File: src/rtl/pong_scoreboard.sv
// Pong game scoreboard: tracks both players' scores, the post-point serve freeze
// and game-over state, and drives a 4-digit multiplexed seven-segment display.
module pong_scoreboard #(
  parameter int WIN_SCORE   = 7,
  parameter int HOLD_CYCLES = 50_000_000
) (
  input  logic       clk,
  input  logic       rst_n,
  input  logic       en,
  input  logic       clr,
  input  logic       p1_pt,
  input  logic       p2_pt,
  input  logic       seg_tick,
  output logic [3:0] p1_score,
  output logic [3:0] p2_score,
  output logic       serve_hold,
  output logic       game_over,
  output logic       winner,
  output logic [3:0] an,
  output logic [7:0] seg
);

  localparam int CNT_W = (HOLD_CYCLES > 2) ? $clog2(HOLD_CYCLES) : 1;
  localparam logic [3:0]       WIN_S     = 4'(WIN_SCORE);
  localparam logic [CNT_W-1:0] HOLD_LOAD = CNT_W'(HOLD_CYCLES - 1);
  localparam logic [7:0]       SEG_DASH  = 8'b1011_1111;
  localparam logic [7:0]       SEG_P     = 8'b1000_1100;
  localparam logic [7:0]       SEG_BLANK = 8'hFF;

  typedef enum logic [1:0] {IDLE = 2'd0, PLAY = 2'd1, HOLD = 2'd2, OVER = 2'd3} state_t;

  state_t           state_r, state_s;
  logic [3:0]       p1_r, p1_s, p2_r, p2_s;
  logic [3:0]       p1_inc_s, p2_inc_s;
  logic             winner_r, winner_s;
  logic [CNT_W-1:0] cnt_r, cnt_s;
  logic             serve_r, over_r;
  logic [1:0]       idx_r;
  logic [3:0]       an_r;
  logic [7:0]       seg_r;

  function automatic logic [7:0] seg7(input logic [3:0] d);
    logic [7:0] s;
    case (d)
      4'd0:    s = 8'hC0;
      4'd1:    s = 8'hF9;
      4'd2:    s = 8'hA4;
      4'd3:    s = 8'hB0;
      4'd4:    s = 8'h99;
      4'd5:    s = 8'h92;
      4'd6:    s = 8'h82;
      4'd7:    s = 8'hF8;
      4'd8:    s = 8'h80;
      4'd9:    s = 8'h90;
      default: s = SEG_BLANK;
    endcase
    return s;
  endfunction

  function automatic logic [7:0] digit_seg(input logic [1:0] idx, input state_t st,
                                           input logic [3:0] s1, input logic [3:0] s2,
                                           input logic w);
    logic [7:0] s;
    case (st)
      PLAY, HOLD: begin
        case (idx)
          2'd3:    s = seg7(s1);
          2'd0:    s = seg7(s2);
          default: s = SEG_DASH;
        endcase
      end
      OVER: begin
        case (idx)
          2'd3:    s = SEG_P;
          2'd2:    s = seg7({3'b000, w} + 4'd1);
          default: s = SEG_BLANK;
        endcase
      end
      default: s = SEG_DASH;
    endcase
    return s;
  endfunction

  assign p1_inc_s = p1_r + 4'd1;
  assign p2_inc_s = p2_r + 4'd1;

  // Next-state logic: en low beats clr, clr beats everything else.
  always_comb begin
    state_s  = state_r;
    p1_s     = p1_r;
    p2_s     = p2_r;
    winner_s = winner_r;
    cnt_s    = cnt_r;
    if (!en) begin
      state_s  = IDLE;
      p1_s     = 4'd0;
      p2_s     = 4'd0;
      winner_s = 1'b0;
      cnt_s    = '0;
    end else if (clr) begin
      state_s  = PLAY;
      p1_s     = 4'd0;
      p2_s     = 4'd0;
      winner_s = 1'b0;
      cnt_s    = '0;
    end else begin
      case (state_r)
        IDLE: begin
          state_s  = PLAY;
          p1_s     = 4'd0;
          p2_s     = 4'd0;
          winner_s = 1'b0;
          cnt_s    = '0;
        end
        PLAY: begin
          if (p1_pt && !p2_pt) begin
            p1_s = p1_inc_s;
            if (p1_inc_s == WIN_S) begin
              state_s  = OVER;
              winner_s = 1'b0;
            end else begin
              state_s = HOLD;
              cnt_s   = HOLD_LOAD;
            end
          end else if (p2_pt && !p1_pt) begin
            p2_s = p2_inc_s;
            if (p2_inc_s == WIN_S) begin
              state_s  = OVER;
              winner_s = 1'b1;
            end else begin
              state_s = HOLD;
              cnt_s   = HOLD_LOAD;
            end
          end else begin
            state_s = PLAY;
          end
        end
        HOLD: begin
          if (cnt_r == '0) begin
            state_s = PLAY;
          end else begin
            cnt_s = cnt_r - CNT_W'(1);
          end
        end
        OVER:    state_s = OVER;
        default: state_s = IDLE;
      endcase
    end
  end

  // Game state, scores and status flags, aligned with the state register.
  always_ff @(posedge clk or negedge rst_n) begin
    if (!rst_n) begin
      state_r  <= IDLE;
      p1_r     <= 4'd0;
      p2_r     <= 4'd0;
      winner_r <= 1'b0;
      cnt_r    <= '0;
      serve_r  <= 1'b0;
      over_r   <= 1'b0;
    end else begin
      state_r  <= state_s;
      p1_r     <= p1_s;
      p2_r     <= p2_s;
      winner_r <= winner_s;
      cnt_r    <= cnt_s;
      serve_r  <= (state_s == HOLD) || (state_s == OVER);
      over_r   <= (state_s == OVER);
    end
  end

  // Display scan: the index steps on seg_tick; an/seg follow it one cycle later.
  always_ff @(posedge clk or negedge rst_n) begin
    if (!rst_n) begin
      idx_r <= 2'd0;
      an_r  <= 4'b1110;
      seg_r <= SEG_DASH;
    end else begin
      idx_r <= seg_tick ? idx_r + 2'd1 : idx_r;
      an_r  <= ~(4'b0001 << idx_r);
      seg_r <= digit_seg(idx_r, state_r, p1_r, p2_r, winner_r);
    end
  end

  assign p1_score   = p1_r;
  assign p2_score   = p2_r;
  assign serve_hold = serve_r;
  assign game_over  = over_r;
  assign winner     = winner_r;
  assign an         = an_r;
  assign seg        = seg_r;

endmodule

File: config.mk
export PLATFORM = sky130hd
export DESIGN_NAME = pong_scoreboard
export DESIGN_NICKNAME = d
export VERILOG_FILES = /design/src/rtl/pong_scoreboard.sv
export SDC_FILE = /design/constraint.sdc
export NUM_CORES = 1
export LEC_CHECK = 0
export CORE_MARGIN = 2
export CORE_UTILIZATION = 35
export CTS_CLUSTER_DIAMETER = 80
export DETAILED_ROUTE_END_ITERATION = 8
export PLACE_DENSITY = 0.6
export SYNTH_ARGS = -nofsm -noshare
export SYNTH_HDL_FRONTEND = slang
export SYNTH_SLANG_ARGS = --single-unit
File: constraint.sdc
create_clock -name clk -period 2.2 [get_ports clk]
set_input_delay 0.44 -clock clk [delete_from_list [all_inputs] [get_ports clk]]
set_output_delay 0.44 -clock clk [all_outputs]
set_load 0.05 [all_outputs]
==> metrics.cfg <==
[yosys]
syn-instance-count=442
ys_ff_latch=52
ys.warnings.count=0
synth_fp_nets=472
yosys.cell_types.count=75
avgSynthCellArea_um2=8.710
synth_edf_count=0
async_flop_share_pct=100.0
synth_flop_cell=dfrtp_1
ys_seq_area_share_pct=34.09
syn_area_um2=3850

[clock_tree]
clock_latency_ns=0.32
cts_tree=yes
htree_levels=2
cts_hold_buf=0
cts_made_buffers=5
clock_sinks=52
clk_pin_slew_ns=0.11
cts_buffer_depth=2
cts_root_buffer=clkbuf_8

[cells_and_area]
layout_common_cells=87 x buf_4, 37 x nand2_1, 37 x dfrtp_1
final_common_cell=buf_4
area_growth_pct=32.66
fillers=1036
fin_nets=566
drive_gt1_share_pct=29.80
n_antenna_cell=0

[floorplan]
row_count=38
coreArea_um2=10790
dieArea_um2=11850
initial_core_util_pct=35.67
io_pins=30
die_y_um=108.9
die_w_um=108.9

[setup_path]
criticalPathCategory=reg2reg
cp.arrival_ns=2.42
cp_max_fo=7
critPathRequiredTime_ns=2.40
max_stage_delay_ns=0.49
cp-start-kind=flop
slowest_stage=dfrtp_2
cp_cell_sequence=buf_4 -> and3_1 -> o2111ai_4 -> o311ai_4 -> buf_6 -> a221o_1 -> a311o_1
endpoint_kind=flop

[sta]
hold_ws_ns=0.2371
timing.fmax_mhz=449.4
final-hold-violation-count=0
fin_ws_ns=-0.02498
fin_crit_ns=2.225
finClkSkew_ns=0.01638
worst_slew_pin_slew_ns=0.6696
finalMaxSlewViolations=0
grt_setup_unrepaired=yes
slew-limit-headroom_pct=55.36
setup-tns-final_ns=-0.04808
setup_viol=5
final.period_utilization_pct=101.1

[global_routing]
grt_pass1_wl_um=18660
grtUsageMet1_pct=28.00
grt_pass1_vias=3716
met2_usage_pct=31.37
busiest_layer=met2
gr-usage-met3_pct=2.690
grt_overflow=0
antenna_found_initial=0
grt_max_degree=53
track_usage_pct=19.68

[routing]
num_vias=3907
totalWireLength_um=11390
drtIter0Drc=223
viasPerCell=5.771
drc=0
dr.pass1.iters=5
wl_per_cell_um=16.82
ant_nets=0

[placed_design]
dp.final_hpwl_um=8180
io_buffers=28
gp_congestion=0.9075

[power_and_ir_drop]
power_uw=3012
ir_worst_vdd_v=0.0004860
p_leak_uw=0.002191
power_density_nw_per_um2=589.8

[run]
cap_violations=0

[outcome]
violations=negative setup slack
status=finished with violations

[worst_hold_path]
hp-class=in2async

area by class of cell:
cell class	instances	area, µm²	area share [%]
clock buffer	6	82.58	1.617
clock inverter	2	13.76	0.2695
inverter	22	82.58	1.617
multi-input combinational	333	2405	47.08
sequential	52	1320	25.85
tap	140	175.2	3.430
timing repair buffer	122	1028	20.14
timing repair:
action	4_1_cts	5_1_grt
pin swaps	5	12
endpoints found under the setup margin	12	27
gates cloned	0	1
resized for setup	11	26
buffers inserted	7	6
synthesized netlist by cell type (3+ instances only):
cell,n,share of area [%]
nand3_1,12,1.6
clkbuf_1,21,2.0
o31ai_1,4,0.78
nand2b_1,9,1.5
mux2_2,3,0.88
buf_2,4,0.52
a32o_1,5,1.3
or3_1,3,0.49
o221ai_1,4,0.91
and3_1,4,0.65
a221oi_1,9,2.0
o211ai_1,4,0.78
dfstp_2,9,6.1
nor2_1,33,3.2
nor2b_1,6,0.98
a221o_1,5,1.3
o21a_1,3,0.58
dfrtp_1,43,28
nand3b_1,4,0.78
o22ai_1,14,2.3
o31a_1,3,0.68
nor3b_1,4,0.78
nand2_1,38,3.7
a211oi_1,12,2.3
and4_1,3,0.68
a31oi_1,7,1.1
a32oi_1,4,0.91
o21ai_0,23,3.0
a211o_1,3,0.68
a21oi_1,30,3.9
buf_6,4,1.2
inv_1,21,2.0
nor3_1,11,1.4
ha_1,23,7.5
nor4_1,5,0.81
clkbuf_8,3,1.1
registers in the layout (all words and copies together), names as in the netlist:
| name | flops |
|---|---|
| state_r | 2 |
| idx_r | 2 |
| game_over | 1 |
| cnt_r | 26 |
| seg | 7 |
| winner | 1 |
| p1_score | 4 |
| serve_hold | 1 |
| an | 4 |
| p2_score | 4 |
per-stage QoR:
step           cells  cell area (µm²)  setup WS [ns]  utilization (%)
2_1_floorplan    442             3880     -0.0005096                -
3_3_place_gp     656             4756        -0.3142            44.06
3_5_place_dp     656             4756        -0.3166            44.06
4_1_cts          670             4956       0.005415            45.92
5_1_grt          677             5107       -0.08202            47.32
6_report         677             5107       -0.02498            47.32
power breakdown:
part           internal (µW)  total [µW]  switching [µW]
sequential              1090        1140            48.1
clock                    258         598             339
combinational            498        1280             778
total                   1850        3010            1170
worst max-delay path: cells and delay by family, from the launching register on:
| kind | cells | cell delay (ns) |
|---|---|---|
| AO/OA/AOI/OAI | 4 | 1.08 |
| buffers and inverters | 2 | 0.32 |
| flip-flops | 1 | 0.49 |
| AND/OR/NAND/NOR | 1 | 0.20 |
per-layer routing:
layer  share of wire [%]  vias up  routed length, µm
li1                    -     1849                  -
met1                  46     1922               5294
met2                  48      125               5444
met3                 4.7       11                531
met4                 1.1        0                120
met5                   0        -                  0
final timing paths:
kind | from | end | slack [ns] | cells past startpoint
max reg2reg | p1_score[1] | cnt_r[21] | -0.02 | 7
max in group asynchronous | rst_n | p2_score[1] | 1.48 | 2
min reg2reg | idx_r[0] | idx_r[0] | 0.54 | 1
max | p1_score[1] | cnt_r[21] | -0.02 | 7
min in group clk | idx_r[0] | idx_r[0] | 0.54 | 1
min | rst_n | idx_r[0] | 0.24 | 2
kinds of logic after synthesis:
| group | share of synthesized area [%] |
|---|---|
| muxes | 1.397 |
| adders and majority gates | 7.475 |
| and+or+nand+nor | 21.35 |
| xor gates and xnor gates | 0.4551 |
| other | 0.09740 |
| buffers and inverters | 7.442 |
| DFF | 34.09 |
| AOI/OAI and AO/OA | 27.69 |
Power figures use the tool's default switching activity.
